$ cat src/rtl/reg_wb_ctrl.sv
// reg_wb_ctrl: register-file write port merging pipeline writebacks with a FIFO of MDU results.
// Optional feature macro WB_KILL_STALE_EN: a pipeline write kills queued MDU writes to the same register.
module reg_wb_ctrl #(
    parameter int DEPTH = 4,
    parameter int AW    = 2
) (
    input  logic          clk,
    input  logic          rst,
    input  logic          pipe_we,
    input  logic [4:0]    pipe_waddr,
    input  logic [31:0]   pipe_wdata,
    input  logic          mdu_valid,
    output logic          mdu_ready,
    input  logic [4:0]    mdu_waddr,
    input  logic [31:0]   mdu_wdata,
    output logic          we,
    output logic [4:0]    waddr,
    output logic [31:0]   wdata,
    output logic [31:0]   pend_mask,
    output logic [AW:0]   fifo_cnt
);
    logic [4:0]       q_addr [DEPTH];
    logic [31:0]      q_data [DEPTH];
    logic [DEPTH-1:0] q_vld;
    logic [DEPTH-1:0] q_live;
    logic [AW-1:0]    rd_ptr;
    logic [AW-1:0]    wr_ptr;
    logic             pipe_hit;
    logic             push;
    logic             pop;
    logic             head_live;

    assign pipe_hit  = pipe_we && (pipe_waddr != 5'd0);
    assign mdu_ready = fifo_cnt != (AW+1)'(DEPTH);
    assign push      = mdu_valid && mdu_ready && (mdu_waddr != 5'd0);
    assign pop       = !pipe_hit && (fifo_cnt != '0);
    assign head_live = q_live[rd_ptr];

    // FIFO payload storage; occupancy is tracked separately so no reset is needed here
    always_ff @(posedge clk) begin
        if (push) begin
            q_addr[wr_ptr] <= mdu_waddr;
            q_data[wr_ptr] <= mdu_wdata;
        end
    end

    // Output register, FIFO pointers, occupancy and liveness; pipeline always wins the port
    always_ff @(posedge clk) begin
        if (!rst) begin
            we       <= 1'b0;
            waddr    <= '0;
            wdata    <= '0;
            rd_ptr   <= '0;
            wr_ptr   <= '0;
            fifo_cnt <= '0;
            q_vld    <= '0;
            q_live   <= '0;
        end else begin
            we <= pipe_hit || (pop && head_live);
            if (pipe_hit) begin
                waddr <= pipe_waddr;
                wdata <= pipe_wdata;
            end else if (pop && head_live) begin
                waddr <= q_addr[rd_ptr];
                wdata <= q_data[rd_ptr];
            end
`ifdef WB_KILL_STALE_EN
            if (pipe_hit)
                for (int i = 0; i < DEPTH; i++)
                    if (q_vld[i] && q_addr[i] == pipe_waddr) q_live[i] <= 1'b0;
`endif
            if (pop) begin
                q_vld[rd_ptr]  <= 1'b0;
                q_live[rd_ptr] <= 1'b0;
                rd_ptr         <= rd_ptr + AW'(1);
            end
            if (push) begin
                q_vld[wr_ptr]  <= 1'b1;
                q_live[wr_ptr] <= 1'b1;
                wr_ptr         <= wr_ptr + AW'(1);
            end
            fifo_cnt <= fifo_cnt + {{AW{1'b0}}, push} - {{AW{1'b0}}, pop};
        end
    end

    // Registers still owed a write by a live queued MDU result
    always_comb begin
        pend_mask = '0;
        for (int i = 0; i < DEPTH; i++)
            if (q_vld[i] && q_live[i]) pend_mask[q_addr[i]] = 1'b1;
    end
endmodule

$ cat config.mk
export PLATFORM = sky130hd
export DESIGN_NAME = reg_wb_ctrl
export DESIGN_NICKNAME = d
export VERILOG_FILES = /design/src/rtl/reg_wb_ctrl.sv
export SDC_FILE = /design/constraint.sdc
export NUM_CORES = 1
export LEC_CHECK = 0
export ABC_AREA = 1
export CAP_MARGIN = 20
export CORE_UTILIZATION = 46
export DETAILED_ROUTE_END_ITERATION = 16
export HOLD_SLACK_MARGIN = 0.1
export PLACE_DENSITY = 0.8
export SKIP_LAST_GASP = 1
export SLEW_MARGIN = 20
export SYNTH_ARGS = -nofsm -noshare
export SYNTH_HDL_FRONTEND = slang
export SYNTH_SLANG_ARGS = --single-unit
$ cat constraint.sdc
create_clock -name clk -period 2.25 [get_ports clk]
set_clock_uncertainty 0.1 [all_clocks]
set_input_delay 0.3375 -clock clk [delete_from_list [all_inputs] [get_ports clk]]
set_output_delay 0.3375 -clock clk [all_outputs]
set_load 0.01 [all_outputs]
## After elaboration in Yosys (flattened, before gate mapping)

Memory sizes are Yosys's and may differ from the RTL's. A register that Yosys moved wholly into a read port is not among the register bits.
Cells that the tools add are included.

| word-level totals | value |
|---|---|
| flip-flop bits (word level) | 53 |
| latch bits | 0 |
| memories | 2 |
| ROM bits | 0 |
| RAM bits | 148 |

| cells by class | value |
|---|---|
| add/subtract/negate cells | 4 |
| reduce and logical (&&, ||, !) cells | 21 |
| divide/modulo/power cells | 0 |
| order comparisons | 12 |
| eq/ne operators | 1 |
| multiply operators | 0 |
| shifts and indexed selects | 0 |
| mux-type cells | 34 |
| bitwise logic cells | 8 |

Memories:

| name | words | width | read ports | clocked after Yosys merged registers in | wr ports | RTL line | source |
|---|---|---|---|---|---|---|---|
| q_data | 4 | 32 | 1 | 1 | 1 | 23 | `logic [31:0] q_data [DEPTH];` |
| q_addr | 4 | 5 | 5 | 1 | 1 | 22 | `logic [4:0] q_addr [DEPTH];` |

Operators with widths:

| cell | count |
|---|---|
| $mux W32 | 6 |
| $or A32 B32 Y32 | 3 |
| $lt A5 B6 Y1 const B | 4 |
| $mux W4 | 6 |
| $demux W1 S5 | 4 |
| $ge A5 B1 Y1 const B | 4 |
| $logic_and A1 B1 Y1 | 15 |
| $mux W5 | 2 |
| $reduce_bool A5 Y1 | 2 |
| $mux W1 | 9 |
| $and A4 B4 Y4 | 2 |
| $mux W2 | 4 |
| $or A4 B4 Y4 | 2 |
| $lt A2 B3 Y1 const B | 2 |
| $add A2 B1 Y2 const B | 2 |
| $demux W1 S2 | 2 |
| $ge A2 B1 Y1 const B | 2 |
| $not A4 Y4 | 1 |
| $add A3 B1 Y3 | 1 |
| $ne A3 B3 Y1 const B | 1 |
| $reduce_bool A3 Y1 | 1 |
| $sub A3 B1 Y3 | 1 |
| $bmux W1 S2 | 1 |
| $reduce_bool A2 Y1 | 1 |
| 2 further kinds | 2 |

## Logic depth before layout (Yosys ltp)

Gate-level depths: netlist of run 1.

| logic depth | value |
|---|---|
| depth after elaboration | 11 |
| gate-level depth with buffers | 12 |

## Worst setup path after synthesis of run 1

Ideal clock, no wire load.

| path | value |
|---|---|
| kind | reg2reg |
| from | register fifo_cnt[1] |
| to | memory q_addr[0][0], enable pin |
| stages on the path, launching flop included | 6 |
| arrival | 1720 ps |
| data required time | 1758 ps |
| period minus slack after synthesis | 2212 ps |
| slack | 38 ps |
| cell sequence | dfxtp_1 > inv_1 > nand3_1 > and2_1 > nand3_1 > inv_1 |

| between the ends | value |
|---|---|
| word-level cells in the longest chain between the ends | 5 |

Ends and longest elaborated chain:

| item | RTL line | source |
|---|---|---|
| start, declared | 20 | `output logic [AW:0] fifo_cnt` |
| start signal, assigned | 82 | `fifo_cnt <= fifo_cnt + {{AW{1'b0}}, push} - {{AW{1'b0}}, pop};` |
| $ne A3 B3 Y1 | 34 | `assign mdu_ready = fifo_cnt != (AW+1)'(DEPTH);` |
| via mdu_ready | 13 | `output logic mdu_ready,` |
| $logic_and A1 B1 Y1 (2 in series) | 35 | `assign push = mdu_valid && mdu_ready && (mdu_waddr != 5'd0);` |
| $mux W1 | 41 | `if (push) begin` |
| $mux W1 (implied by the code) | 42 | `q_addr[wr_ptr] <= mdu_waddr;` |
| end, declared | 22 |  |

The timed path passes the listed nets, and every way through them passes these cells.

==> flow_summary.yaml, run 1 <==
sta:
  grt_setup_unrepaired: "true"
  fin_ws_ns: -0.05829
  fmax_mhz: 433.2
  whs_ns: 0.1512
  worst_slew_pin_slew_ns: 0.7637
  hold_violations: 0
  relSlewSlack: 0.4909
  period_share: 1.026
  finalSetupViolations: 9
  maxSlewViolCount: 0
  period_needed_ns: 2.308
  fin_tns_setup_ns: -0.2597
yosys:
  synth_compound_area_frac: 0.04360
  synth_cell_types: 30
  synth_common_cells: "336 x nand2_1, 207 x inv_1, 203 x nand3_1"
  ys_ff_latch: 203
  synth_warnings: 0
  synth_top_family_by_area: "simple AND/OR/NAND/NOR gates"
  synth_edf_count: 148
  synth_top_cell_by_area: "edfxtp_1"
  synth-simple-area-share: 0.2848
  yosys_most_used_dff: "edfxtp_1"
  yosysMostFrequentCell: "nand2_1"
  synthesis.area_um2: 10130
  yosysSeqAreaShare: 0.5474
  synth_fa_ha_area_frac: 0.01309
  synth.net_count: 1328
  syn_avg_cell_area_um2: 8.169
  netlist_instances: 1240
  synth.area.mux_share: 0
  netlist.area_leader.share: 0.4387
  ys_top_cells_by_area: "edfxtp_1 44%, nand2_1 12%, dfxtp_1 11%"
  synthXorXnorAreaFrac: 0.001729
  async_flop_share: 0
clocking:
  htreeDepth: 1
  clk_latency_ns: 0.51
  cts_root_buffer: "clkbuf_16"
  cts_sinks: 203
  numCtsBuffers: 22
  clk_pin_slew_ns: 0.06
  hold_buffers: 0
  clockBufferDepth: 3
  cts_tree: "built"
die:
  fp.dieH_um: 150.4
  boundaryPins: 152
  initial_utilization: 0.4759
  die_area_um2: 22620
  chipWidth_um: 150.4
  coreArea_um2: 21290
  num_rows: 53
outcome:
  status: "finished with violations"
  violations: "setup timing"
placed_design:
  postPlaceCellArea_um2: 12330
  gp_congestion: 0.9860
  port_buffers: 151
  dp.cells: 1679
  dp_hpwl_um: 18750
final_layout:
  fin_cells: 1745
  nets: 1543
  antenna_cells: 0
  fin_area_um2: 13450
  drive_gt1_frac: 0.1612
  area_growth_pct: 32.73
critical_path:
  slowest_delay_ns: 0.46
  cp.arrival_ns: 1.87
  crit_chain: "inv_2 > nand3_4 > o22ai_1 > nor2_1 > nand2_1 > dlygate4sd2_1"
  end_kind: "output port"
  start_kind: "register"
  required_ns: 1.81
  slowest_stage: "edfxtp_1"
  crit_buf_inv: 2
  path_max_fanout: 6
  crit_type: "register to output port"
  cp_top_family: "flip-flops"
pwr:
  swShare: 0.3295
  irDropWorstVdd_mv: 0.5653
  comb_power_share: 0.321
  seq_power_share: 0.394
  switching_power_uw: 4014
  p_leak_uw: 0.006110
  p_int_uw: 8169
  clockPowerShare: 0.285
  power_density_nw_per_um2: 906.1
  power.total_uw: 12180
hold_path:
  min-delay-path-class: "input port to register"
routing:
  drc_errors: 0
  routed_wl_um: 28560
  viasPerCell: 5.236
  ant_nets: 0
  drt_first_iter_violations: 723
  num_vias: 9137
  first_pass_iters: 5
  avgRoutedWirePerCell_um: 16.37
global_route:
  grt_antenna_before_repair: 1
  grt_use_total: 0.2504
  grt_max_degree: 53
  grt_pass1_vias: 8750
  grt_pass1_wl_um: 44170
  grt_overflow: 0
run:
  maxCapViolations: 0
==> worst reg2reg max path: stages (launching register included) <==
cell	delay, ns
dfxtp_2	0.36
inv_1	0.08
nand3_1	0.14
and2_1	0.17
nand2_1	0.11
nand2_1	0.13
nand2_1	0.07
ha_1	0.19
fa_1	0.38
xor2_1	0.18
nor2_1	0.06
==> state kept, by name (all words and copies together) (netlist names), 3 cells and up, named ones only <==
name,cells
wdata,32
q_vld,4
waddr,5
q_data,128
fifo_cnt,3
q_live,4
q_addr,20
==> repair_timing <==
item / 4_1_cts / 5_1_grt
resized for setup: 153 / 40
setup buffers: 16 / 11
endpoints found under the setup margin: 32 / 32
pin swaps: 0 / 16
==> stage by stage <==
step	setup WS, ns	utilization
floorplan	0.03838	-
global placement	-0.2619	0.5790
detailed placement	-0.3361	0.5790
CTS	-0.04906	0.6249
global route	-0.1059	0.6316
finish	-0.05829	0.6316
==> layer usage <==
layer | up-vias | track usage | wire length [um]
met5 | - | 0 | 13
li1 | 4395 | - | -
met1 | 4206 | 0.3131 | 11120
met2 | 446 | 0.4316 | 13980
met3 | 88 | 0.04121 | 2440
met4 | 2 | 0.09798 | 1002
==> power by group through the flow <==
stage,logic [uW],clock network [uW],registers (uW)
2_1_floorplan,2200,0,4910
3_3_place_gp,3670,0,4850
3_5_place_dp,3750,0,4860
4_1_cts,3870,3510,4800
5_1_grt,4340,3680,4850
6_report,3910,3470,4800
==> cells in the final DEF, fill, tap and decap left out, drive strengths merged, types with 9 or more instances in the layout <==
cell | netlist | routed
nand2 | 338 | 338
inv | 224 | 224
nand3 | 204 | 204
edfxtp | 148 | 148
clkdlybuf4s50 | 0 | 117
buf | 41 | 115
nor2 | 106 | 106
dfxtp | 55 | 55
o22ai | 38 | 38
clkbuf | 10 | 33
or2 | 21 | 21
a21oi | 18 | 18
o211ai | 10 | 10
ha | 9 | 9
==> cells by family after synthesis <==
| kind of cell | count (synthesis) |
|---|---|
| xor gates and xnor gates | 2 |
| DFF | 203 |
| AOI/OAI and AO/OA | 73 |
| and+or+nand+nor | 676 |
| buffers and inverters | 276 |
| adders and majority gates | 10 |
==> area by class of cell <==
type / instances / area, um2
clock buffer: 31 / 594.3
clock inverter: 8 / 105.1
timing repair buffer: 242 / 2253
inverter: 225 / 852.1
tap: 275 / 344.1
fill: 1668 / 7841
multi-input combinational: 761 / 3745
sequential: 203 / 5552
==> final timing paths <==
kind / startpoint / end / depth (start not counted) / slack [ns]
hold reg to reg: q_vld[2] / q_vld[2] / 2 / 0.38
hold / removal: rst / fifo_cnt[0] / 3 / 0.15
setup / recovery: q_addr[1][0] / pend_mask[28] / 6 / -0.06
setup reg to reg: fifo_cnt[1] / fifo_cnt[2] / 10 / 0.16
(Power assumes the default switching activity.)
==> run 2: changes to the inputs <==
--- a/config.mk
+++ b/config.mk
@@ -8,9 +8,11 @@
 export ABC_AREA = 1
 export CAP_MARGIN = 20
 export CORE_UTILIZATION = 46
+export CTS_CLUSTER_SIZE = 30
 export DETAILED_ROUTE_END_ITERATION = 16
 export HOLD_SLACK_MARGIN = 0.1
 export PLACE_DENSITY = 0.8
+export REMOVE_ABC_BUFFERS = 1
 export SKIP_LAST_GASP = 1
 export SLEW_MARGIN = 20
 export SYNTH_ARGS = -nofsm -noshare
==> flow_summary.yaml, run 2 (synthesis gave the netlist of run 1 again) <==
placed_design:
  dp_hpwl_um: 19210
  port_buffers: 151
  dp.cells: 1681
  place_ws_ns: -0.4526
  gp_congestion: 0.9912
  postPlaceCellArea_um2: 12390
clocking:
  numCtsBuffers: 20
  htreeDepth: 1
  clk_latency_ns: 0.48
  hold_buffers: 0
  clockBufferDepth: 3
  cts_tree: "built"
  cts_sinks: 203
  cts_root_buffer: "clkbuf_16"
  clk_pin_slew_ns: 0.06
sta:
  maxSlewViolCount: 0
  period_share: 1.024
  fmax_mhz: 433.9
  relSlewSlack: 0.4521
  grt_setup_unrepaired: "true"
  worst_slew_pin_slew_ns: 0.8207
  fin_ws_ns: -0.05448
  hold_violations: 0
  period_needed_ns: 2.304
  finalSetupViolations: 4
critical_path:
  r2r-start: "fifo_cnt[1]"
  required_ns: 1.81
  start_kind: "register"
  path_max_fanout: 6
  crit_type: "register to output port"
  reg2regPathDepth: 10
  r2r_end: "fifo_cnt[2]"
  end_kind: "output port"
  cp.arrival_ns: 1.87
  r2r_slack_ns: 0.20
global_route:
  grt_use_total: 0.2587
  grt_pass1_wl_um: 45170
  grt_max_degree: 75
  grt_overflow: 0
  grt_antenna_before_repair: 1
  grt_pass1_vias: 9030
die:
  boundaryPins: 152
  num_rows: 53
  fp.dieH_um: 150.4
  die_area_um2: 22620
  coreArea_um2: 21290
  initial_utilization: 0.4759
  chipWidth_um: 150.4
routing:
  drc_errors: 0
  avgRoutedWirePerCell_um: 16.75
  drt_first_iter_violations: 785
  ant_nets: 0
  viasPerCell: 5.296
  first_pass_iters: 5
  routed_wl_um: 29650
  num_vias: 9374
final_layout:
  mostFrequentLayoutCell: "nand2_1"
  regMostFlops: "q_data"
  fin_area_um2: 13790
  fillerInstances: 1615
  final_cell_mix: "331 x nand2_1, 189 x inv_1, 171 x nand3_1"
  fin_util: 0.6479
  largestRegisters: "q_data (128), wdata (32), q_addr (20)"
  area_growth_pct: 36.14
  largest_register_ffs: 128
  nets: 1570
  antenna_cells: 0
  fin_cells: 1770
  drive_gt1_frac: 0.1900
pwr:
  power.total_uw: 12180
  power_density_nw_per_um2: 883.3
  p_leak_uw: 0.006290
  irDropWorstVdd_mv: 0.6830
run:
  maxCapViolations: 0
hold_path:
  hold_depth: 3
  min_from: "rst"
  whs_endpoint: "fifo_cnt[0]"
  min-delay-path-class: "input port to register"
outcome:
  violations: "setup timing"
  status: "finished with violations"
==> run 2: how the worst max path moves through the flow <==
| stage | startpoint | end | slack, ns | cells past startpoint |
|---|---|---|---|---|
| 6_report | q_addr[1][1] | pend_mask[8] | -0.05 | 8 |
| 5_1_grt | q_addr[1][1] | pend_mask[8] | -0.11 | 8 |
| 3_3_place_gp | mdu_waddr[3] | fifo_cnt[2] | -0.47 | 12 |
| 4_1_cts | q_addr[1][2] | pend_mask[29] | -0.12 | 6 |
| 2_1_floorplan | register | waddr[3] | -0.76 | 8 |
| 3_5_place_dp | mdu_waddr[3] | fifo_cnt[2] | -0.45 | 12 |
==> run 2: power breakdown <==
group / internal [uW] / total, uW / switching, uW / leakage (uW)
sequential: 4550 / 4810 / 259 / 0.00181
combinational: 1640 / 4020 / 2380 / 0.00415
clock: 2030 / 3360 / 1320 / 0.000325
total: 8220 / 12200 / 3960 / 0.00629
==> run 2: per-layer routing <==
metal	vias up	track usage	wire, um
li1	4446	-	-
met1	4408	0.3112	11570
met2	431	0.4574	14830
met3	87	0.03606	2103
met4	2	0.1182	1131
met5	-	0	13
==> run 2: per-stage QoR <==
stage | TNS, ns | hold slack (ns)
2_1_floorplan | -27.95 | 0.3310
3_3_place_gp | -2.524 | 0.3503
3_5_place_dp | -1.097 | 0.3585
4_1_cts | -0.5556 | 0.2087
5_1_grt | -1.157 | 0.2392
6_report | -0.09743 | 0.2357
==> run 2: area by class of cell <==
class                   instances  area (um2)  share of cell area
repair buffers                271        2565              0.1860
clock inverters                 7       88.84            0.006442
well taps                     275       344.1             0.02495
flip-flops and latches        203        5554              0.4027
inverters                     225       859.6             0.06233
multi-input cells             761        3797              0.2754
clock buffers                  28       581.8             0.04219
==> run 2: repair_timing <==
item / CTS / global route
endpoints found under the setup margin: 32 / 34
buffers inserted: 34 / 21
gates resized for setup: 170 / 76
pin swaps: 6 / 22
==> run 2: worst max-delay path: stages, from the launching register on <==
cell,delay (ns)
edfxtp_1,0.45
inv_2,0.11
buf_6,0.10
nand3_2,0.09
buf_6,0.16
buf_4,0.13
o22ai_2,0.09
or2_1,0.14
buf_6,0.11
==> run 3: changes to the inputs <==
--- a/config.mk
+++ b/config.mk
@@ -5,13 +5,14 @@
 export SDC_FILE = /design/constraint.sdc
 export NUM_CORES = 1
 export LEC_CHECK = 0
-export ABC_AREA = 1
+export ABC_AREA = 0
 export CAP_MARGIN = 20
+export CORE_ASPECT_RATIO = 0.8
 export CORE_UTILIZATION = 46
 export CTS_CLUSTER_SIZE = 30
 export DETAILED_ROUTE_END_ITERATION = 16
 export HOLD_SLACK_MARGIN = 0.1
-export PLACE_DENSITY = 0.8
+export PLACE_DENSITY = 0.81
 export REMOVE_ABC_BUFFERS = 1
 export SKIP_LAST_GASP = 1
 export SLEW_MARGIN = 20
==> flow_summary.yaml, run 3 <==
global_route:
  grt_overflow: 0
  grt_antenna_before_repair: 1
  grt_use_total: 0.2715
  grt_pass1_wl_um: 39910
  grt_max_degree: 39
  grt_pass1_vias: 7047
sta:
  grt_setup_unrepaired: "true"
  fin_ws_ns: -0.2332
  worst_slew_pin_slew_ns: 0.5271
  finalSetupViolations: 33
  maxSlewViolCount: 0
  fin_tns_setup_ns: -4.468
  relSlewSlack: 0.6486
  hold_violations: 0
  period_share: 1.104
  fmax_mhz: 402.7
  period_needed_ns: 2.483
routing:
  drc_errors: 0
  routed_wl_um: 26940
  avgRoutedWirePerCell_um: 23.39
  ant_nets: 0
  first_pass_iters: 7
  num_vias: 6896
  drt_first_iter_violations: 738
  viasPerCell: 5.986
critical_path:
  crit_start: "q_addr[1][0]"
  crit_type: "register to output port"
  r2r-start: "fifo_cnt[1]"
  required_ns: 1.81
  reg2regPathDepth: 8
  r2r_end: "fifo_cnt[2]"
  r2r_slack_ns: 0
  end_kind: "output port"
  cp.arrival_ns: 2.05
  start_kind: "register"
  path_max_fanout: 4
final_layout:
  antenna_cells: 0
  multiInputGateArea_um2: 3483
  drive_gt1_frac: 0.3626
  regMostFlops: "q_data"
  largest_register_ffs: 128
  final_cell_mix: "148 x edfxtp_1, 113 x clkdlybuf4s50_1, 109 x buf_4"
  area_growth_pct: 43.62
  mostFrequentLayoutCell: "edfxtp_1"
  nets: 977
  fillerInstances: 1302
  largestRegisters: "q_data (128), wdata (32), q_addr (20)"
  ff_latch_area_um2: 5560
yosys:
  synth_cell_types: 50
  synth_fa_ha_area_frac: 0.01501
  netlist_instances: 614
  async_flop_share: 0
  ys_top_cells_by_area: "edfxtp_1 50%, dfxtp_1 12%, mux4_2 9.7%"
  synth_warnings: 0
  synth_top_cell_by_area: "edfxtp_1"
  ys_ff_latch: 203
  synth_top_family_by_area: "compound AO/OA/AOI/OAI gates"
  syn_avg_cell_area_um2: 14.39
  synth-simple-area-share: 0.1039
  synth_common_cells: "148 x edfxtp_1, 55 x dfxtp_1, 48 x nor2_1"
  yosys_most_used_dff: "edfxtp_1"
  yosysMostFrequentCell: "edfxtp_1"
  netlist.area_leader.share: 0.5029
  synth.area.mux_share: 0.1036
  synth_compound_area_frac: 0.1209
  synth_edf_count: 148
  synthXorXnorAreaFrac: 0.004955
  yosysSeqAreaShare: 0.6275
  synthesis.area_um2: 8837
pwr:
  p_leak_uw: 0.004458
  irDropWorstVdd_mv: 0.6985
  power_density_nw_per_um2: 859.0
die:
  num_rows: 44
  initial_utilization: 0.4777
  die_area_um2: 19770
  coreArea_um2: 18500
  boundaryPins: 152
  fp.dieH_um: 126.0
  chipWidth_um: 157.0
placed_design:
  port_buffers: 151
  place_ws_ns: -0.8328
  dp_hpwl_um: 18400
  gp_congestion: 0.9113
hold_path:
  hold_depth: 2
  whs_endpoint: "q_addr[3][0]"
  min-delay-path-class: "input port to register"
  min_from: "mdu_waddr[0]"
clocking:
  clockBufferDepth: 3
  clk_pin_slew_ns: 0.07
  cts_tree: "built"
  htreeDepth: 1
  cts_root_buffer: "clkbuf_16"
  numCtsBuffers: 19
  clk_latency_ns: 0.48
  cts_sinks: 203
outcome:
  status: "finished with violations"
  violations: "setup timing"
run:
  maxCapViolations: 0
-- run 3: final cells by class --
cell class	count	share of cell area
flip-flops and latches	203	0.4381
multi-input cells	364	0.2744
repair buffers	293	0.2117
clock buffers	24	0.03973
well taps	253	0.02494
clock inverters	7	0.008774
inverters	8	0.002366
-- run 3: routing by layer --
layer,up-vias,global-route usage,wire length [um]
met5,-,0,11
met4,2,0.05825,524
met3,52,0.05196,2298
met2,361,0.4366,12900
met1,3449,0.3845,11210
li1,3032,-,-
-- run 3: critical path, cell delays in order, from the launching register on --
cell	delay [ns]
edfxtp_1	0.47
buf_6	0.17
nor2_4	0.13
nand3_4	0.12
buf_6	0.16
o22ai_2	0.16
a221o_1	0.14
clkdlybuf4s15_2	0.22
-- run 3: power breakdown --
part,switching [uW],internal (uW)
logic,1390,1540
registers,241,4510
clock network,1300,1920
-- run 3: kinds of logic after synthesis --
logic type,after synthesis
xor+xnor,5
buf+inv,47
fa+ha+maj,10
flops,203
simple gates,175
compound gates,130
mux,44
-- run 3: worst max-delay path by stage --
stage	end	slack (ns)
after floorplan	waddr[0]	-0.52
after global placement	fifo_cnt[2]	-0.76
after detailed placement	fifo_cnt[2]	-0.83
final	pend_mask[8]	-0.23
after CTS	pend_mask[12]	-0.22
after global routing	pend_mask[8]	-0.29
-- run 3: repair_timing --
item	in CTS	in global routing
endpoints found under the setup margin	35	34
buffers inserted	31	13
hold endpoints to repair	6	4
pin swaps	31	25
hold buffers	3	1
resized for setup	218	52
-- run 3: through the flow --
| step | hold slack, ns | std cells | instance area, um2 | power [uW] | utilization |
|---|---|---|---|---|---|
| 2_1_floorplan | 0.3364 | 575 | 8655 | 6106 | - |
| 3_3_place_gp | 0.3693 | 1081 | 11380 | 7273 | 0.6151 |
| 3_5_place_dp | 0.3822 | 1081 | 11380 | 7401 | 0.6151 |
| 4_1_cts | 0.1619 | 1144 | 12430 | 10850 | 0.6719 |
| 5_1_grt | 0.2103 | 1152 | 12690 | 11330 | 0.6861 |
| 6_report | 0.2176 | 1152 | 12690 | 10900 | 0.6861 |
